### config.mk
export PLATFORM = sky130hd
export DESIGN_NAME = serial_adder
export DESIGN_NICKNAME = d
export VERILOG_FILES = /design/src/rtl/serial_adder_pkg.sv /design/src/rtl/serial_adder_full_adder.sv /design/src/rtl/serial_adder.sv
export SDC_FILE = /design/constraint.sdc
export NUM_CORES = 1
export LEC_CHECK = 0
export ABC_AREA = 1
export BUFFER_PORTS_ARGS = -buffer_cell sky130_fd_sc_hd__buf_2
export CAP_MARGIN = 20
export CORE_ASPECT_RATIO = 0.6
export CORE_MARGIN = 5
export CORE_UTILIZATION = 57
export DETAILED_ROUTE_END_ITERATION = 10
export GPL_TIMING_DRIVEN = 0
export HOLD_SLACK_MARGIN = 0.03
export PLACE_DENSITY = 0.8
export SLEW_MARGIN = 5
export SYNTH_ARGS = -nofsm -noshare
export SYNTH_HDL_FRONTEND = slang
export SYNTH_SLANG_ARGS = --single-unit
### constraint.sdc
create_clock -name clk -period 1.7 [get_ports clk]
set_clock_uncertainty 0.15 [all_clocks]
set_input_delay 0.085 -clock clk [delete_from_list [all_inputs] [get_ports clk]]
set_output_delay 0.085 -clock clk [all_outputs]
set_load 0.1 [all_outputs]
### src/rtl/serial_adder_pkg.sv
// Shared definitions for the bit-serial adder: FSM state encoding and default datapath width.
package serial_adder_pkg;

  typedef enum logic [1:0] {
    IDLE = 2'b00,
    RUN  = 2'b01,
    DONE = 2'b10
  } state_t;

  localparam int unsigned DEFAULT_WIDTH = 32;

endpackage

### src/rtl/serial_adder_full_adder.sv
// Single-bit full adder; the only arithmetic element of the serial adder.
module full_adder (
  input  logic a,
  input  logic b,
  input  logic cin,
  output logic s,
  output logic cout
);

  assign s    = a ^ b ^ cin;
  assign cout = (a & b) | (cin & (a ^ b));

endmodule

### src/rtl/serial_adder.sv
// Bit-serial WIDTH-bit adder: one bit pair per clock, LSB first, through one full_adder.
module serial_adder
  import serial_adder_pkg::*;
#(
  parameter int unsigned WIDTH = DEFAULT_WIDTH
) (
  input  logic             clk,
  input  logic             rst_n,
  input  logic             start,
  input  logic [WIDTH-1:0] a,
  input  logic [WIDTH-1:0] b,
  input  logic             cin,
  output logic             ready,
  output logic             busy,
  output logic             done,
  output logic [WIDTH-1:0] sum,
  output logic             cout,
  output logic             overflow
);

  localparam int unsigned   CW   = (WIDTH > 1) ? $clog2(WIDTH) : 1;
  localparam logic [CW-1:0] LAST = CW'(WIDTH - 1);

  state_t           state, state_nxt;
  logic [WIDTH-1:0] a_sh, b_sh, sum_sh, sum_shift;
  logic             carry, c_msb;
  logic             fa_s, fa_cout;
  logic [CW-1:0]    cnt, cnt_inc;
  logic             inc_c;
  logic             last_bit;

  full_adder u_fa (
    .a    (a_sh[0]),
    .b    (b_sh[0]),
    .cin  (carry),
    .s    (fa_s),
    .cout (fa_cout)
  );

  generate
    if (WIDTH == 1) begin : g_narrow
      assign sum_shift = fa_s;
    end else begin : g_wide
      assign sum_shift = {fa_s, sum_sh[WIDTH-1:1]};
    end
  endgenerate

  // Ripple incrementer keeps the counter free of behavioural adders.
  always_comb begin
    cnt_inc = '0;
    inc_c   = 1'b1;
    for (int unsigned i = 0; i < CW; i++) begin
      cnt_inc[i] = cnt[i] ^ inc_c;
      inc_c      = inc_c & cnt[i];
    end
  end

  assign last_bit = (cnt == LAST);
  assign overflow = c_msb ^ cout;

  always_ff @(posedge clk or negedge rst_n) begin
    if (!rst_n) state <= IDLE;
    else        state <= state_nxt;
  end

  always_comb begin
    state_nxt = state;
    ready     = 1'b0;
    busy      = 1'b0;
    done      = 1'b0;
    case (state)
      IDLE: begin
        ready = 1'b1;
        if (start) state_nxt = RUN;
      end
      RUN: begin
        busy = 1'b1;
        if (last_bit) state_nxt = DONE;
      end
      DONE: begin
        done      = 1'b1;
        state_nxt = IDLE;
      end
      default: state_nxt = IDLE;
    endcase
  end

  // Results are loaded on the last RUN edge so they are already valid while done is high.
  always_ff @(posedge clk or negedge rst_n) begin
    if (!rst_n) begin
      a_sh   <= '0;
      b_sh   <= '0;
      sum_sh <= '0;
      carry  <= 1'b0;
      c_msb  <= 1'b0;
      cnt    <= '0;
      sum    <= '0;
      cout   <= 1'b0;
    end else begin
      case (state)
        IDLE: begin
          if (start) begin
            a_sh   <= a;
            b_sh   <= b;
            carry  <= cin;
            cnt    <= '0;
            sum_sh <= '0;
          end
        end
        RUN: begin
          sum_sh <= sum_shift;
          carry  <= fa_cout;
          a_sh   <= a_sh >> 1;
          b_sh   <= b_sh >> 1;
          cnt    <= cnt_inc;
          if (last_bit) begin
            c_msb <= carry;
            sum   <= sum_shift;
            cout  <= fa_cout;
          end
        end
        default: ;
      endcase
    end
  end

endmodule

* Yosys cells after proc, flatten, opt, wreduce, memory -nomap -nowiden
Index checks and enable logic that the tools add are counted.
** Storage, ports and cells
- Flip-flop bits (word level) :: 138
- Logic and storage cells :: 49
- Output and inout bits :: 37
- Input port bits :: 68
** Operators by class
- Reductions and logical operators :: 5
- Eq/ne operators :: 5
- Muxes and demuxes :: 16
- Bitwise gates (word level) :: 14
** Operator list (count)
- $pmux 32 s2 :: 3
- $mux 32 :: 3
- $pmux 5 s2 :: 1
- $xor 1x1->1 :: 7
- $reduce_and 2->1 :: 3
- $and 1x1->1 :: 5
- $eq 5x5->1 const B :: 1
- $mux 5 :: 1
- $mux 1 :: 4
- $mux 2 :: 2
- $ne 2x2->1 const B :: 2
- $pmux 2 s2 :: 1
- $eq 2x1->1 const B :: 1
- $eq 2x2->1 const B :: 1
- $logic_not 2->1 :: 1
- $pmux 1 s2 :: 1
- $reduce_bool 2->1 :: 1
- $not 1->1 :: 1
- $or 1x1->1 :: 1

* Logic depth before layout (Yosys ltp)
Gate-level depths: netlist of the first run.
- Depth after elaboration :: 5
- Depth in mapped cells :: 7
- Mapped depth without buffers :: 7

* Cells and area by module
A second synthesis of the first run with hierarchy kept.
** Second synthesis, totals
- Cell total of the unflattened synthesis :: 858
- Area total of the unflattened synthesis :: 6401.1 um^2
** By module, submodules not included
- serial_adder :: cells each 857, area an instance 6381.1 um^2, times used 1
- full_adder :: cells each 1, area an instance 20.0 um^2, times used 1

* Worst setup path before layout of the first run
OpenSTA, ideal clock, no wires.
- Kind :: register to output
- Start :: register cout
- End :: output port overflow
- Path slack :: -0.967 ns
- Required time :: 1.465 ns
- Data arrival time :: 2.432 ns
- Cell stages (with the launch flop) :: 2
- Path buffers :: 0
- Cells stage by stage :: dfrtp_1 xor2_1
** On the way
- Longest elaborated chain between the ends :: 1
** Ends and longest elaborated chain
- start, declared :: line serial_adder.sv:17 : output logic cout,
- start signal, assigned :: line serial_adder.sv:119 : cout <= fa_cout;
- $xor 1x1->1 :: line serial_adder.sv:59 : assign overflow = c_msb ^ cout;
- end, declared :: line serial_adder.sv:18 : output logic overflow
No other way between the ends.

* Worst setup path in the final report of the first run
- Start :: register state[0]
- End :: output port ready
** On the way
- Longest elaborated chain between the ends :: 2
** Ends and longest elaborated chain
- start, declared :: line serial_adder.sv:24 : state_t state, state_nxt;
- start signal, assigned :: line serial_adder.sv:63 : else state <= state_nxt;
- $logic_not 2->1 :: line serial_adder.sv:71 : case (state)
- $mux 1 :: line serial_adder.sv:71
- end, declared :: line serial_adder.sv:13 : output logic ready,
No other way between the ends.

==> results of run 1 <==
-- power groups by stage --
stage | sequential [mW] | clock (mW) | combinational (mW)
floorplan | 8.03 | 0 | 4.33
global placement | 5.69 | 0 | 8.20
detailed placement | 5.72 | 0 | 8.42
CTS | 5.71 | 3.73 | 8.76
global route | 5.94 | 3.89 | 9.80
finish | 5.74 | 3.71 | 8.93
-- logic make-up (layout without fill, tap and decap cells) --
| kind of cell | Yosys count | count (layout) | synth area share |
|---|---|---|---|
| buffers and inverters | 177 | 388 | 0.121 |
| flip-flops | 137 | 137 | 0.530 |
| XOR/XNOR | 1 | 1 | 0.00136 |
| AND/OR/NAND/NOR | 531 | 531 | 0.330 |
| AO/OA/AOI/OAI | 8 | 8 | 0.00813 |
| adder cells (fa/ha/maj) | 4 | 4 | 0.00891 |
-- area by class of cell --
class / instances / area (sq um)
Sequential cell: 137 / 3430
Fill cell: 759 / 2530
Multi-Input combinational cell: 544 / 2300
Timing Repair Buffer: 179 / 1350
Inverter: 132 / 495
Clock buffer: 20 / 437
Buffer: 45 / 319
Tap cell: 144 / 180
Clock inverter: 12 / 151
-- stage by stage --
| step | TNS, ns | util | area, sq um |
|---|---|---|---|
| global route | -0.0689 | 0.774 | 8650 |
| finish | 0 | 0.774 | 8650 |
| floorplan | -0.182 | - | 6500 |
| detailed placement | -4.15 | 0.647 | 7230 |
| CTS | -0.0102 | 0.769 | 8600 |
| global placement | -205.53 | 0.644 | 7200 |
-- placed cells by master, fill, tap and decap left out --
master	n
dfrtp_1	137
clkbuf_4	2
clkbuf_1	6
clkbuf_16	18
a21oi_1	1
nor2_1	1
clkinvlp_4	2
nand3_1	100
fa_1	1
clkinv_2	4
inv_1	130
bufinv_16	3
buf_16	1
inv_2	2
ha_1	3
buf_6	10
dlygate4sd3_1	68
buf_2	118
buf_12	3
nand2_2	2
nor2_4	4
o22ai_1	1
o21ai_0	5
buf_4	17
xor2_4	1
clkbuf_8	1
nand2_1	423
nand2_4	1
clkinv_4	3
o21ai_4	1
-- critical path: cells and delay by family (launching register included) --
family	cells	cell delay [ns]
AND/OR/NAND/NOR	1	0.17
flip-flops	1	0.38
buffers and inverters	3	0.47
-- layer usage --
metal	up-vias	routed length (um)
met3	48	1060
met2	236	7550
met5	-	0
li1	2935	-
met4	0	445
met1	2743	7730
-- worst max-delay path by stage --
stage               slack [ns]        to  depth (start not counted)
CTS                     -0.007      busy                          5
global placement         -1.48    sum[5]                          1
global route             -0.04      busy                          5
floorplan                -0.18  overflow                          1
detailed placement       -0.16   sum[20]                          7
finish                    0.03     ready                          4
-- state kept, by name, summed over array words and instances, names as in the netlist --
signal  cells
c_msb       1
sum_sh     31
sum        32
a_sh       32
b_sh       32
carry       1
cnt         5
cout        1
state       2
-- what timing repair did --
| item | in CTS | in global routing |
|---|---|---|
| hold endpoints to repair | 203 | 0 |
| setup buffers | 3 | 2 |
| hold buffers | 68 | 0 |
| gates resized for setup | 21 | 5 |
| pin swaps | 3 | 1 |
| endpoints found under the setup margin | 35 | 122 |
| cloned | 0 | 1 |
==> out/qor.yml, run 1 <==
die_y_um: 92.5
rrSetupSlack_ns: 0.09
crit_arrival_ns: 1.44
yosys.area.top_type: "dfrtp_1"
htreeDepth: 4
cts_buffer_depth: 2
synth_edf_count: 0
switching_power_mw: 8.71
dieWidth_um: 147
synth_top_area_frac: 0.530
cpMostUsedCell: "buf_6"
setup_ws_ns: 0.0253
cts_tree: "done"
drc_errors: 0
status: "completed"
synth_cells: 858
hold_path_class: "flip-flop to flip-flop"
synth-main-ff-cell: "dfrtp_1"
hold_slack_ns: 0.312
fin_crit_ns: 1.67
pwr-share-comb: 0.486
clock_sinks: 137
critPathLaunch: "state[0]"
avgViaCountPerCell: 4.92
grt-busiest-layer: "met2"
syn_to_final_growth_pct: 33.9
ys_seq_elements: 137
worst_hold_path.endpoint: "sum[15]"
place_hpwl_um: 9900
clk_pin_slew_ns: 0.06
place_congestion: 0.813
cp_max_fo: 10
insertion_delay_ns: 0.42
place_ws_ns: -0.160
power.internal_mw: 9.66
cp.required_ns: 1.46
crit_path_start_kind: "flip-flop"
synth_warnings: 0
antenna_found_initial: 0
power_leakage_nw: 4.93
hold_start: "sum[15]"
n_antenna_cell: 0
numCtsBuffers: 17
grt_pass1_wl_um: 27600
p_sw_frac: 0.474
r2r_end: "b_sh[13]"
finalNonFillerCells: 1213
synth_most_common_cell: "nand2_1"
wirelength_um: 16800
grt_pass1_vias: 5771
power_mw: 18.4
fp-row-count: 30
drt_iter0_markers: 427
drive_gt1_frac: 0.181
vias: 5962
worstSetupPathType: "flip-flop to output pin"
hold_viol: 0
crit_path_top_delay_cell: "dfrtp_1"
drv_cap: 0
die-area_sq_um: 13600
max_freq_ghz: 0.597
layout.nets: 1128
slew-limit-headroom: 0.667
finalSetupViolCount: 0
ys_top_cells_by_count: "423 x nand2_1, 137 x dfrtp_1, 130 x inv_1, 100 x nand3_1, 24 x buf_2"
irDropWorstVdd_mv: 1.17
regToRegStartpoint: "state[0]"
ys_seq_area_frac: 0.530
port_buffers: 104
p_clk_frac: 0.202
grt.met3_usage: 0.0557
start_util: 0.578
synth.distinct_cells: 20
grt_setup_unrepaired: "true"
ant_nets: 0
ios: 105
grt_max_degree: 97
crit_chain: "buf_6, buf_6, nor2_4, buf_12"
gr-usage-met2: 0.384
grt_overflow: 0
synthTopCellsByArea: "dfrtp_1 53%, nand2_1 25%, nand3_1 7.7%, inv_1 7.5%, buf_2 1.9%"
synth_nets: 930
core_area_sq_um: 11200
syn_avg_cell_area_sq_um: 7.53
worst_pin_slew_ns: 0.500
dp_cells: 1107
slew_viol_final: 0
clockRootBuffer: "clkbuf_16"
wl_per_cell_um: 13.8
cellPowerDensity_nw_per_um2: 2120
reg2regPathDepth: 5
min_path_cells: 2
end_kind: "output pin"
synth_area_sq_um: 6460
slowest_delay_ns: 0.38
grt_usage: 0.252
met1_usage: 0.357
firstDrtPassIters: 5
p_seq_frac: 0.312
period_share: 0.985
synthArstFlopShare: 1.00
Note: power is estimated with default switching activity, not from simulation.
==> run 2: changes to the inputs <==
--- a/config.mk
+++ b/config.mk
@@ -8,13 +8,15 @@
 export ABC_AREA = 1
 export BUFFER_PORTS_ARGS = -buffer_cell sky130_fd_sc_hd__buf_2
 export CAP_MARGIN = 20
+export CELL_PAD_IN_SITES_DETAIL_PLACEMENT = 1
+export CELL_PAD_IN_SITES_GLOBAL_PLACEMENT = 1
 export CORE_ASPECT_RATIO = 0.6
 export CORE_MARGIN = 5
-export CORE_UTILIZATION = 57
+export CORE_UTILIZATION = 41
 export DETAILED_ROUTE_END_ITERATION = 10
 export GPL_TIMING_DRIVEN = 0
 export HOLD_SLACK_MARGIN = 0.03
-export PLACE_DENSITY = 0.8
+export PLACE_DENSITY_LB_ADDON = 0.1
 export SLEW_MARGIN = 5
 export SYNTH_ARGS = -nofsm -noshare
 export SYNTH_HDL_FRONTEND = slang
==> out/qor.yml, run 2 (same netlist as run 1, synthesis figures left out) <==
r2r_end: "sum[31]"
largestRegisters: "a_sh (32), b_sh (32), sum (32)"
rrSetupSlack_ns: 0.10
drt_iter0_markers: 420
crit_chain: "buf_6, inv_4, nor2_4, buf_8, buf_12"
drc_errors: 0
finalSetupViolCount: 0
layout.nets: 1128
place_hpwl_um: 11900
port_buffers: 104
slowest_delay_ns: 0.33
cp.required_ns: 1.46
final_cell_mix: "423 x nand2_1, 136 x dfrtp_1, 130 x inv_1"
place_congestion: 0.744
antenna_found_initial: 1
power_leakage_nw: 4.93
htreeDepth: 4
grt_overflow: 0
hold_slack_ns: 0.0569
dp_cells: 1166
clock_sinks: 137
layout_commonest_cell: "nand2_1"
core_area_sq_um: 15400
cellPowerDensity_nw_per_um2: 2140
hold_path_class: "input port to asynchronous set/reset pin"
setup_ws_ns: 0.0368
start_util: 0.419
regArea_sq_um: 3430
grt_pass1_wl_um: 32500
insertion_delay_ns: 0.42
wl_per_cell_um: 15.4
crit_path_start_kind: "flip-flop"
finish.utilization: 0.566
fin_crit_ns: 1.66
p_sw_frac: 0.484
reg2regPathDepth: 7
drv_cap: 0
cp_num_buf_inv: 4
slew-limit-headroom: 0.600
period_share: 0.978
place_ws_ns: -0.215
vias: 5985
regToRegStartpoint: "cnt[0]"
fillers: 1907
crit_arrival_ns: 1.43
cp.depth: 5
grt_usage: 0.221
switching_power_mw: 9.06
cp_max_fo: 8
worst_pin_slew_ns: 0.600
cts_buffer_depth: 2
cpLargestDelayFamily: "buffers and inverters"
max_freq_ghz: 0.601
power.internal_mw: 9.64
numCtsBuffers: 17
hold_viol: 0
die_y_um: 107
clockRootBuffer: "clkbuf_16"
die-area_sq_um: 18500
clk_pin_slew_ns: 0.07
avgViaCountPerCell: 4.71
pwr-share-comb: 0.491
end_kind: "output pin"
drive_gt1_frac: 0.186
worstSetupPathType: "flip-flop to output pin"
dieWidth_um: 172
grt_pass1_vias: 6435
p_seq_frac: 0.310
fp-row-count: 35
ant_nets: 0
multi_input_area_sq_um: 2300
firstDrtPassIters: 4
cts_tree: "done"
syn_to_final_growth_pct: 34.9
finalNonFillerCells: 1271
status: "completed"
grt_setup_unrepaired: "true"
p_clk_frac: 0.199
grt_max_degree: 78
crit_path_top_delay_cell: "dfrtp_1"
irDropWorstVdd_mv: 2.15
slew_viol_final: 0
wirelength_um: 19500
ios: 105
-- run 2: stage by stage --
stage	setup TNS [ns]	total power, mW	area [sq um]
CTS	0	18.6	8660
global route	-0.00552	20.0	8720
finish	0	18.7	8720
floorplan	-0.182	12.4	6500
global placement	-225.28	14.1	7270
detailed placement	-5.49	14.4	7310
-- run 2: how the worst max path moves through the flow --
stage | startpoint | slack (ns) | to
final | state[0] | 0.04 | busy
after global routing | state[0] | -0.006 | busy
after CTS | state[0] | 0.001 | busy
after detailed placement | cnt[0] | -0.21 | sum[10]
after global placement | rst_n | -1.64 | b_sh[16]
after floorplan | cout | -0.18 | overflow
-- run 2: timing repair --
action | 4_1_cts | 5_1_grt
gates cloned | 0 | 0
pin swaps | 2 | 3
gates resized for setup | 23 | 11
endpoints found under the hold margin | 129 | 0
endpoints found under the setup margin | 40 | 54
hold buffers | 67 | 0
buffers inserted | 3 | 5
-- run 2: power groups by stage --
stage	Sequential (mW)	Clock [mW]	Combinational [mW]
detailed placement	5.79	0	8.58
CTS	5.79	3.75	9.10
finish	5.80	3.71	9.18
floorplan	8.03	0	4.33
global route	5.98	3.90	10.1
global placement	5.75	0	8.37
-- run 2: area by class of cell --
class / count / area share
Antenna cell: 1 / 0.000287
Buffer: 44 / 0.0373
Clock buffer: 19 / 0.0519
Clock inverter: 11 / 0.0143
Inverter: 132 / 0.0571
Multi-Input combinational cell: 544 / 0.264
Sequential cell: 137 / 0.393
Tap cell: 203 / 0.0291
Timing Repair Buffer: 180 / 0.153
-- run 2: routing by layer --
layer  vias up  wire, um  GRT usage
li1       2940         -          -
met2       110      8900      0.352
met3        31       647     0.0341
met1      2904      9660      0.313
met5         -         0          0
met4         0       328     0.0656
-- run 2: worst reg2reg max path, delay by kind of cell (launching register included) --
kind / cells / cell delay [ns]
flip-flops: 1 / 0.38
adder cells (fa/ha/maj): 1 / 0.20
AND/OR/NAND/NOR: 5 / 0.58
buffers and inverters: 1 / 0.18
